`config.mk`:
```
export PLATFORM = sky130hd
export DESIGN_NAME = instruction_queue_flat
export DESIGN_NICKNAME = d
export VERILOG_FILES = /design/src/rtl/instruction_queue_pkg.sv /design/src/rtl/instruction_queue_if.sv /design/src/rtl/instruction_queue_storage.sv /design/src/rtl/instruction_queue.sv /design/src/flat_wrapper.sv
export SDC_FILE = /design/constraint.sdc
export NUM_CORES = 2
export LEC_CHECK = 0
export BUFFER_PORTS_ARGS = -buffer_cell sky130_fd_sc_hd__buf_2
export CAP_MARGIN = 0
export CORE_MARGIN = 2
export CORE_UTILIZATION = 40
export DETAILED_ROUTE_END_ITERATION = 8
export SLEW_MARGIN = 20
export SYNTH_ARGS = -nofsm -noshare
export SYNTH_HDL_FRONTEND = slang
export SYNTH_SLANG_ARGS = --single-unit
```
`constraint.sdc`:
```
create_clock -name clk -period 1.9 [get_ports clk]
set_input_delay 0.38 -clock clk [delete_from_list [all_inputs] [get_ports clk]]
set_output_delay 0.38 -clock clk [all_outputs]
set_load 0.02 [all_outputs]
```
`src/rtl/instruction_queue_pkg.sv`:
```
// Shared types for the instruction queue: per-instruction tag from fetch
// and the stored queue entry, plus the default queue depth.
package rv32i_types;

    localparam int IQ_DEPTH = 16;

    typedef struct packed {
        logic [31:0] pc;
        logic [31:0] pc_next;
        logic [63:0] order;
    } inst_info_t;

    typedef struct packed {
        logic [31:0] inst;
        logic [31:0] pc;
        logic [31:0] pc_next;
        logic [63:0] order;
    } iq_entry_t;

endpackage

```
`src/rtl/instruction_queue_if.sv`:
```
// Fetch/decode-facing bundle of the instruction queue.
// Optional IQ_ALMOST_FULL_EN adds the iq_is_almost_full early back-pressure flag.
interface instruction_queue_if
    import rv32i_types::*;
#(
    parameter int DEPTH = IQ_DEPTH
);
    localparam int CNT_W = $clog2(DEPTH) + 1;

    logic             iq_enqueue;
    logic             imem_resp;
    logic [31:0]      imem_rdata;
    inst_info_t       inst_info;
    logic             flush;
    logic             iq_dequeue;
    logic             iq_is_full;
    logic             iq_is_empty;
    iq_entry_t        iq_head;
    logic [CNT_W-1:0] iq_count;
`ifdef IQ_ALMOST_FULL_EN
    logic             iq_is_almost_full;

    modport master (
        output iq_enqueue, imem_resp, imem_rdata, inst_info, flush, iq_dequeue,
        input  iq_is_full, iq_is_empty, iq_head, iq_count, iq_is_almost_full
    );

    modport slave (
        input  iq_enqueue, imem_resp, imem_rdata, inst_info, flush, iq_dequeue,
        output iq_is_full, iq_is_empty, iq_head, iq_count, iq_is_almost_full
    );
`else
    modport master (
        output iq_enqueue, imem_resp, imem_rdata, inst_info, flush, iq_dequeue,
        input  iq_is_full, iq_is_empty, iq_head, iq_count
    );

    modport slave (
        input  iq_enqueue, imem_resp, imem_rdata, inst_info, flush, iq_dequeue,
        output iq_is_full, iq_is_empty, iq_head, iq_count
    );
`endif

endinterface

```
`src/rtl/instruction_queue_storage.sv`:
```
// Entry array of the instruction queue: one synchronous write port and one
// asynchronous read port. Contents are never reset or cleared.
module iq_storage
    import rv32i_types::*;
#(
    parameter int DEPTH = IQ_DEPTH
)
(
    input  logic                     clk,
    input  logic                     we,
    input  logic [$clog2(DEPTH)-1:0] waddr,
    input  iq_entry_t                wdata,
    input  logic [$clog2(DEPTH)-1:0] raddr,
    output iq_entry_t                rdata
);

    iq_entry_t mem [DEPTH];

    // Capture the accepted entry at the tail slot
    always_ff @(posedge clk) begin
        if (we) begin
            mem[waddr] <= wdata;
        end
    end

    assign rdata = mem[raddr];

endmodule

```
`src/rtl/instruction_queue.sv`:
```
// Circular FIFO between fetch and decode. Pointers carry a wrap bit so full
// and empty are distinguishable; flush empties the queue in one cycle.
// Optional IQ_ALMOST_FULL_EN drives iq_is_almost_full when count >= DEPTH-1.
module instruction_queue
    import rv32i_types::*;
#(
    parameter int DEPTH = IQ_DEPTH
)
(
    input  logic                clk,
    input  logic                rst_n,
    instruction_queue_if.slave  iq
);

    localparam int IDX_W = $clog2(DEPTH);
    localparam int PTR_W = IDX_W + 1;
`ifdef IQ_ALMOST_FULL_EN
    localparam logic [PTR_W-1:0] AF_LEVEL = PTR_W'(DEPTH - 1);
`endif

    logic [1:0]       rst_sync;
    logic             rst_n_int;
    logic [PTR_W-1:0] head;
    logic [PTR_W-1:0] tail;
    logic [PTR_W-1:0] count;
    logic             full;
    logic             empty;
    logic             accept;
    logic             pop;
    iq_entry_t        wdata;

    // Reset asserts immediately but releases only after two clean clock edges
    always_ff @(posedge clk or negedge rst_n) begin
        if (!rst_n) begin
            rst_sync <= 2'b00;
        end else begin
            rst_sync <= {rst_sync[0], 1'b1};
        end
    end

    assign rst_n_int = rst_sync[1];

    assign full   = (head[IDX_W-1:0] == tail[IDX_W-1:0]) && (head[PTR_W-1] != tail[PTR_W-1]);
    assign empty  = (head == tail);
    assign accept = iq.iq_enqueue && iq.imem_resp && !full && !iq.flush;
    assign pop    = iq.iq_dequeue && !empty && !iq.flush;

    assign wdata = '{inst:    iq.imem_rdata,
                     pc:      iq.inst_info.pc,
                     pc_next: iq.inst_info.pc_next,
                     order:   iq.inst_info.order};

    // Advance pointers and occupancy; flush wins over any same-cycle traffic
    always_ff @(posedge clk or negedge rst_n_int) begin
        if (!rst_n_int) begin
            head  <= '0;
            tail  <= '0;
            count <= '0;
        end else if (iq.flush) begin
            head  <= '0;
            tail  <= '0;
            count <= '0;
        end else begin
            if (accept) begin
                tail <= tail + PTR_W'(1);
            end
            if (pop) begin
                head <= head + PTR_W'(1);
            end
            count <= count + PTR_W'(accept) - PTR_W'(pop);
        end
    end

    iq_storage #(
        .DEPTH (DEPTH)
    ) u_storage (
        .clk   (clk),
        .we    (accept),
        .waddr (tail[IDX_W-1:0]),
        .wdata (wdata),
        .raddr (head[IDX_W-1:0]),
        .rdata (iq.iq_head)
    );

    assign iq.iq_is_full  = full;
    assign iq.iq_is_empty = empty;
    assign iq.iq_count    = count;
`ifdef IQ_ALMOST_FULL_EN
    assign iq.iq_is_almost_full = (count >= AF_LEVEL);
`endif

endmodule
```
`src/flat_wrapper.sv`:
```
// flat-port wrapper written by rule: the top's interface ports become plain ports
module instruction_queue_flat import rv32i_types::*;
#(
    parameter int DEPTH = IQ_DEPTH
)
  (clk, rst_n, iq_iq_enqueue, iq_imem_resp, iq_imem_rdata, iq_inst_info, iq_flush, iq_iq_dequeue, iq_iq_is_full, iq_iq_is_empty, iq_iq_head, iq_iq_count);
  instruction_queue_if #(.DEPTH(DEPTH)) iq_i ();
  input  logic clk;
  input  logic rst_n;
  input wire logic [$bits(iq_i.iq_enqueue)-1:0] iq_iq_enqueue;
  input wire logic [$bits(iq_i.imem_resp)-1:0] iq_imem_resp;
  input wire logic [$bits(iq_i.imem_rdata)-1:0] iq_imem_rdata;
  input wire logic [$bits(iq_i.inst_info)-1:0] iq_inst_info;
  input wire logic [$bits(iq_i.flush)-1:0] iq_flush;
  input wire logic [$bits(iq_i.iq_dequeue)-1:0] iq_iq_dequeue;
  output wire logic [$bits(iq_i.iq_is_full)-1:0] iq_iq_is_full;
  output wire logic [$bits(iq_i.iq_is_empty)-1:0] iq_iq_is_empty;
  output wire logic [$bits(iq_i.iq_head)-1:0] iq_iq_head;
  output wire logic [$bits(iq_i.iq_count)-1:0] iq_iq_count;
  assign iq_i.iq_enqueue = iq_iq_enqueue;
  assign iq_i.imem_resp = iq_imem_resp;
  assign iq_i.imem_rdata = iq_imem_rdata;
  assign iq_i.inst_info = iq_inst_info;
  assign iq_i.flush = iq_flush;
  assign iq_i.iq_dequeue = iq_iq_dequeue;
  assign iq_iq_is_full = iq_i.iq_is_full;
  assign iq_iq_is_empty = iq_i.iq_is_empty;
  assign iq_iq_head = iq_i.iq_head;
  assign iq_iq_count = iq_i.iq_count;
  instruction_queue #(.DEPTH(DEPTH)) u_core (.clk(clk), .rst_n(rst_n), .iq(iq_i));
endmodule
```
== Word-level counts from Yosys, hierarchy flattened ==
Memories as Yosys holds them, arrays and structs flattened.
Cells that the tools add are included.

* Register bits after elaboration: 17
* Latch bits: 0
* RAM bits: 2560
* Bits in read-only memories: 0
* Bits of input ports: 166
* Output and inout bits: 167
* Logic and storage cells: 30
* Memories: 1

* Add/subtract/negate cells: 4
* Multipliers: 0
* Div/mod/pow operators: 0
* $lt $le $gt $ge: 0
* Eq/ne operators: 3
* Shift-type cells: 0
* Muxes and demuxes: 7
* Bitwise operators: 0
* Reduce and logical (&&, ||, !) cells: 11

{| class="wikitable"
|+ Memory list
! name !! depth !! width !! rd ports !! clocked after memory_dff !! write ports !! line !! source
|-
| u_core.u_storage.mem || 16 || 160 || 1 || 0 || 1 || instruction_queue_storage.sv:17 || <nowiki>iq_entry_t mem [DEPTH];</nowiki>
|}

{| class="wikitable"
|+ Operators by type and width
! kind !! number
|-
| 2-to-1 mux 5 bit || 5
|-
| adder 5 x 1 -> 5 bit (second input constant) || 2
|-
| logical AND 1 bit || 6
|-
| adder 5 x 1 -> 5 bit || 1
|-
| equality test 5 bit || 1
|-
| subtractor 5 x 1 -> 5 bit || 1
|-
| equality test 4 bit || 1
|-
| nonzero test 2 bit || 2
|-
| zero test 1 bit || 3
|-
| 2-to-1 mux 1 bit || 2
|-
| != test 1 bit || 1
|}

== Longest topological paths before layout ==
* Depth in word-level cells: 8
* Gate-level depth with buffers: 15
* Mapped depth without buffers: 13

== Hierarchy ==
From an unflattened synthesis, not the netlist that was laid out.

* Cell total of the unflattened synthesis: 4158
* Area, all modules: 97318.3 um2

{| class="wikitable"
|+ By module, submodules not included
! module !! times used !! cells each !! area an instance (um2) !! seq. area each (um2)
|-
| iq_storage || 1 || 4031 || 96182.2 || 76873.7
|-
| instruction_queue || 1 || 127 || 1136.1 || 425.4
|}

== Worst setup path after synthesis ==
Ideal clock, no wire load.

* Kind: reg2reg
* From: reg u_core.head[2]
* To: mem u_core.u_storage.mem[0][0] (netlist name) (enable)
* Setup time: 1071 ps
* Arrival time: 16240 ps
* Data required time: 829 ps
* Path slack: -15412 ps
* Stages on the path, launching flop included: 8
* Buffers on the path: 3
* Clock period less this slack: 17312 ps
* Cell sequence: dfrtp_1 buf_4 xnor2_1 and4_1 buf_2 a21o_1 buf_2 nor4_1

* Longest elaborated chain between the ends: 7

{| class="wikitable"
|+ RTL lines
! element !! line !! source
|-
| start: declaration || instruction_queue.sv:23 || <nowiki>logic [PTR_W-1:0] head;</nowiki>
|-
| start signal: assignment || instruction_queue.sv:68 || <nowiki>head <= head + PTR_W'(1);</nowiki>
|-
| equality test 4 bit || instruction_queue.sv:43 || <nowiki>assign full = (head[IDX_W-1:0] == tail[IDX_W-1:0]) && (head[PTR_W-1] != tail[PTR_W-1]);</nowiki>
|-
| logical AND 1 bit || instruction_queue.sv:43 ||
|-
| zero test 1 bit || instruction_queue.sv:45 || <nowiki>assign accept = iq.iq_enqueue && iq.imem_resp && !full && !iq.flush;</nowiki>
|-
| logical AND 1 bit (2 in a row) || instruction_queue.sv:45 ||
|-
| 2-to-1 mux 1 bit || instruction_queue_storage.sv:21 || <nowiki>if (we) begin</nowiki>
|-
| 2-to-1 mux 1 bit (not written as such) || instruction_queue_storage.sv:22 || <nowiki>mem[waddr] <= wdata;</nowiki>
|-
| end: declaration || instruction_queue_storage.sv:17 ||
|}

Every way passes these cells.

== Worst setup path after layout ==
* From: reg u_core.head[3]
* To: out iq_iq_head[40]

* Longest elaborated chain between the ends: 1

{| class="wikitable"
|+ RTL lines
! element !! line !! source
|-
| memory read (16 x 160 bit) || - ||
|-
| end: declaration || flat_wrapper.sv:18 || <nowiki>output wire logic [$bits(iq_i.iq_head)-1:0] iq_iq_head;</nowiki>
|}

Every way passes these cells.

==> flow_summary_export.csv <==
group,metric,value,unit
detailed_routing,dr.pass1.iters,7,
setup_path,required_time_of_the_critical_path,1520,ps
pwr,p_leak,39.41,nW
floorplanning,start_util,40.12,%
detailed_routing,remaining_design_rule_violation_count,0,
setup_path,critical_path_class,"reg -> out",
yosys,async_set_reset_flop_share_out_of_synthesis,0.6597,%
yosys,number_of_synthesized_flops_with_an_enable_pin,2560,
floorplanning,design.core.area,245500,um^2
yosys,synth_sequential_area_ratio,78.48,%
setup_path,timing.critical_path.buf_inv,3,
finish,num-nets-final,5622,
clocking,tritoncts_clock_tree,"yes",
finish,final_layout_size_suffix_gt1_share,39.65,%
pwr,power.share.clock,40.4,%
grt,antenna_violations_before_repair,28,
pwr,power.sequential.fraction,47.8,%
yosys,postSynthNetCount,4392,
setup_path,crit_path_top_delay_cell,"sky130_fd_sc_hd__buf_4",
grt,grt_util_all_layers,18.81,%
flow_run,maxCapViolations,0,
floorplanning,fp.dieH,500.2,um
yosys,synthDominantAreaCellType,"sky130_fd_sc_hd__edfxtp_1",
timing,timing.fmax,262.9,MHz
yosys,synth_warnings,0,
finish,layoutNonFillerInstCount,8878,
timing,setup_violators_final,2737,
setup_path,worst_setup_sp_type,"flop",
detailed_routing,routedWlPerCell,27.24,um
timing,worst_hold_slack,124.1,ps
finish,final_cell_mix,"sky130_fd_sc_hd__edfxtp_1, sky130_fd_sc_hd__mux4_2, sky130_fd_sc_hd__buf_4, sky130_fd_sc_hd__clkbuf_16, sky130_fd_sc_hd__buf_2",
setup_path,cell_class_contributing_the_biggest_share_of_worst_path_delay,"buffers and inverters",
clocking,clockBufferDepth,4,
run_status,status,"finished, violations left",
timing,postLayoutSetupSlackWorst,-1904,ps
run_status,violations,"negative setup slack",
setup_path,highest_net_fanout_along_the_worst_path,134,
grt,gr-total-overflow,0,
finish,mostFrequentLayoutCell,"sky130_fd_sc_hd__edfxtp_1",
clocking,clk_pin_slew_worst_paths,60,ps
yosys,syn-mean-instance-area,23.37,um^2
setup_path,critical_path.max_stage_delay,420,ps
placed_design,place_inst,8020,
floorplanning,io_pins,333,
detailed_routing,num_vias,48310,
finish,filler_cell_count,19360,
timing,rsz0062_at_grt,"yes",
yosys,synth.top_cells.by_area,"sky130_fd_sc_hd__edfxtp_1, sky130_fd_sc_hd__mux4_2, sky130_fd_sc_hd__mux2i_1, sky130_fd_sc_hd__a211oi_1, sky130_fd_sc_hd__nor2b_1",
timing,timing_hold_violations_final,0,
timing,finalMaxSlewViolations,0,
yosys,cell_area_synth,98500,um^2
yosys,synth_top_area_share,78.05,%
detailed_routing,antenna_violating_nets_post_route,0,
pwr,pwr-share-comb,11.8,%
yosys,synth.lib_cells_used.distinct,35,
pwr,power.density,1058,nW/um^2
detailed_routing,viasPerCell,5.442,
setup_path,crit_path_cell_trace,"buf_4 > buf_16 > a211oi_1 > a21oi_1 > buf_2",
timing,clock_period_minus_worst_slack,3804,ps
timing,timing.final.crit_share,200.2,%
pwr,power.ir.vdd_worst,0.0007599,V
floorplanning,chipWidth,500.2,um
grt,grt_start_max_net_pins,135,
clocking,clock_insertion_delay_worst_skew,960,ps
pwr,power_switching,28.97,mW
detailed_routing,drtIter0Drc,4015,
pwr,cell_internal_pwr,102.4,mW
clocking,total_clock_buffers_created_by_cts,291,
pwr,netSwitchingFraction,22.05,%
placed_design,routability_congestion,0.7582,
yosys,number_of_flip_flops_and_latches_in_the_synthesized_netlist,2577,
detailed_routing,drt-total-wl,241.8,mm
setup_path,endpoint_kind,"primary output",
grt,first_global_vias,49770,
yosys,ys_flop_type,"sky130_fd_sc_hd__edfxtp_1",
setup_path,critical_path_arrival,3420,ps
grt,grt_first_pass_wirelength,345.1,mm
placed_design,port_buffers,332,
finish,syn2layout_area_growth,26.02,%
timing,max_slew_headroom_at_the_worst_pin,17.75,%
clocking,clock_sinks,2577,
floorplanning,die-area,250200,um^2
placed_design,place.detailed.hpwl,141.2,mm
clocking,root_buffer,"sky130_fd_sc_hd__clkbuf_16",
min_path,hold_path.class,"in -> reg",
clocking,cts_max_level,5,
yosys,post_synth_inst_count,4215,
timing,worst-slew-pin-transition,1234,ps
floorplanning,std_cell_rows,182,
timing,worst_skew,58.18,ps
## through the flow
stage	setup TNS (ps)	setup slack (ps)	cell area [um^2]	utilization [%]	total power, mW
2_1_floorplan	-	-5098	98720	-	71.65
3_3_place_gp	-1842050	-1105	109200	44.48	76.04
3_5_place_dp	-1830680	-1089	109200	44.48	76.14
4_1_cts	-2275080	-1862	121900	49.67	131.0
5_1_grt	-2567700	-1904	124100	50.56	135.7
6_report	-2235070	-1904	124100	50.56	131.4
## worst register-to-register path, delay by kind of cell, from the launching register on
family / cells / cell delay, ps
AOI/OAI and AO/OA: 2 / 350
xor gates and xnor gates: 1 / 130
adders and majority gates: 3 / 810
buffers and inverters: 3 / 270
DFF: 1 / 510
and+or+nand+nor: 5 / 850
## cell type report
class	count	area, um^2	area share, %
tap	3220	4029	3.246
clock inverter	132	1241	1.000
inverter	13	48.80	0.03931
multi-input combinational	1384	21010	16.92
timing repair buffer	1178	12790	10.30
antenna	8	20.02	0.01613
sequential	2577	77310	62.29
clock buffer	366	7679	6.186
## what timing repair did
action | CTS | global route
gates cloned | 16 | 19
gates resized for setup | 243 | 236
endpoints found under the setup margin | 2735 | 2739
buffers inserted | 67 | 88
hold buffers | 166 | 0
pin swaps | 28 | 46
hold endpoints to repair | 2567 | 0
## path summary, 6_finish.rpt
check | cells past startpoint | slack (ps) | end | startpoint
max | 5 | -1900 | iq_iq_head[40] | u_core.head[3]
min | 3 | 120 | u_core.tail[3] | iq_flush
max reg2reg | 14 | -1090 | u_core.iq.iq_count[4] | u_core.head[0]
min reg2reg | 0 | 270 | u_core.head[3] | u_core.rst_sync[1]
max in group asynchronous | 0 | 1110 | u_core.head[0] | u_core.rst_sync[1]
min in group asynchronous | 0 | 270 | u_core.head[3] | u_core.rst_sync[1]
## cells by family after synthesis
family                   synth area share [%]
buffers and inverters                   1.425
adder cells (fa/ha/maj)                0.1474
AO/OA/AOI/OAI                           2.147
flip-flops                              78.48
AND/OR/NAND/NOR                         1.377
multiplexers                            16.35
other                                0.003807
XOR/XNOR                              0.07114
## synthesized netlist by cell type, drive strengths merged (2+ instances only)
| cell type | count |
|---|---|
| edfxtp | 2560 |
| mux4 | 640 |
| nor2b | 169 |
| a21oi | 165 |
| mux2i | 162 |
| a211oi | 161 |
| buf | 143 |
| clkbuf | 98 |
| dfrtp | 17 |
| inv | 13 |
| nor4 | 13 |
| nor2 | 12 |
| ha | 10 |
| nand2b | 8 |
| mux2 | 6 |
| nor3 | 6 |
| xnor2 | 5 |
| nand2 | 3 |
| nand3 | 3 |
| nand4 | 3 |
| o21ai | 3 |
| xor2 | 3 |
| a21o | 2 |
| o211ai | 2 |
| o311ai | 2 |
## routing by layer
metal | global-route usage, % | vias up | wire length, um
li1 | - | 20530 | -
met1 | 26.28 | 26040 | 104700
met2 | 29.98 | 1397 | 116900
met3 | 4.053 | 325 | 14460
met4 | 5.187 | 24 | 5586
met5 | 0 | - | 161
## state kept, by name, summed over array words and instances, names as in the netlist
signal                cells
u_core.u_storage.mem   2560
u_core.head               5
u_core.iq.iq_count        5
u_core.tail               5
u_core.rst_sync           2
## power by group through the flow
stage / combinational [mW] / sequential (mW) / clock [mW]
global placement: 12.0 / 64.0 / 0
finish: 15.5 / 62.8 / 53.0
CTS: 14.1 / 62.8 / 54.1
floorplan: 7.58 / 64.1 / 0
detailed placement: 12.1 / 64.0 / 0
global route: 16.6 / 62.8 / 56.4
(Power assumes the default switching activity.)
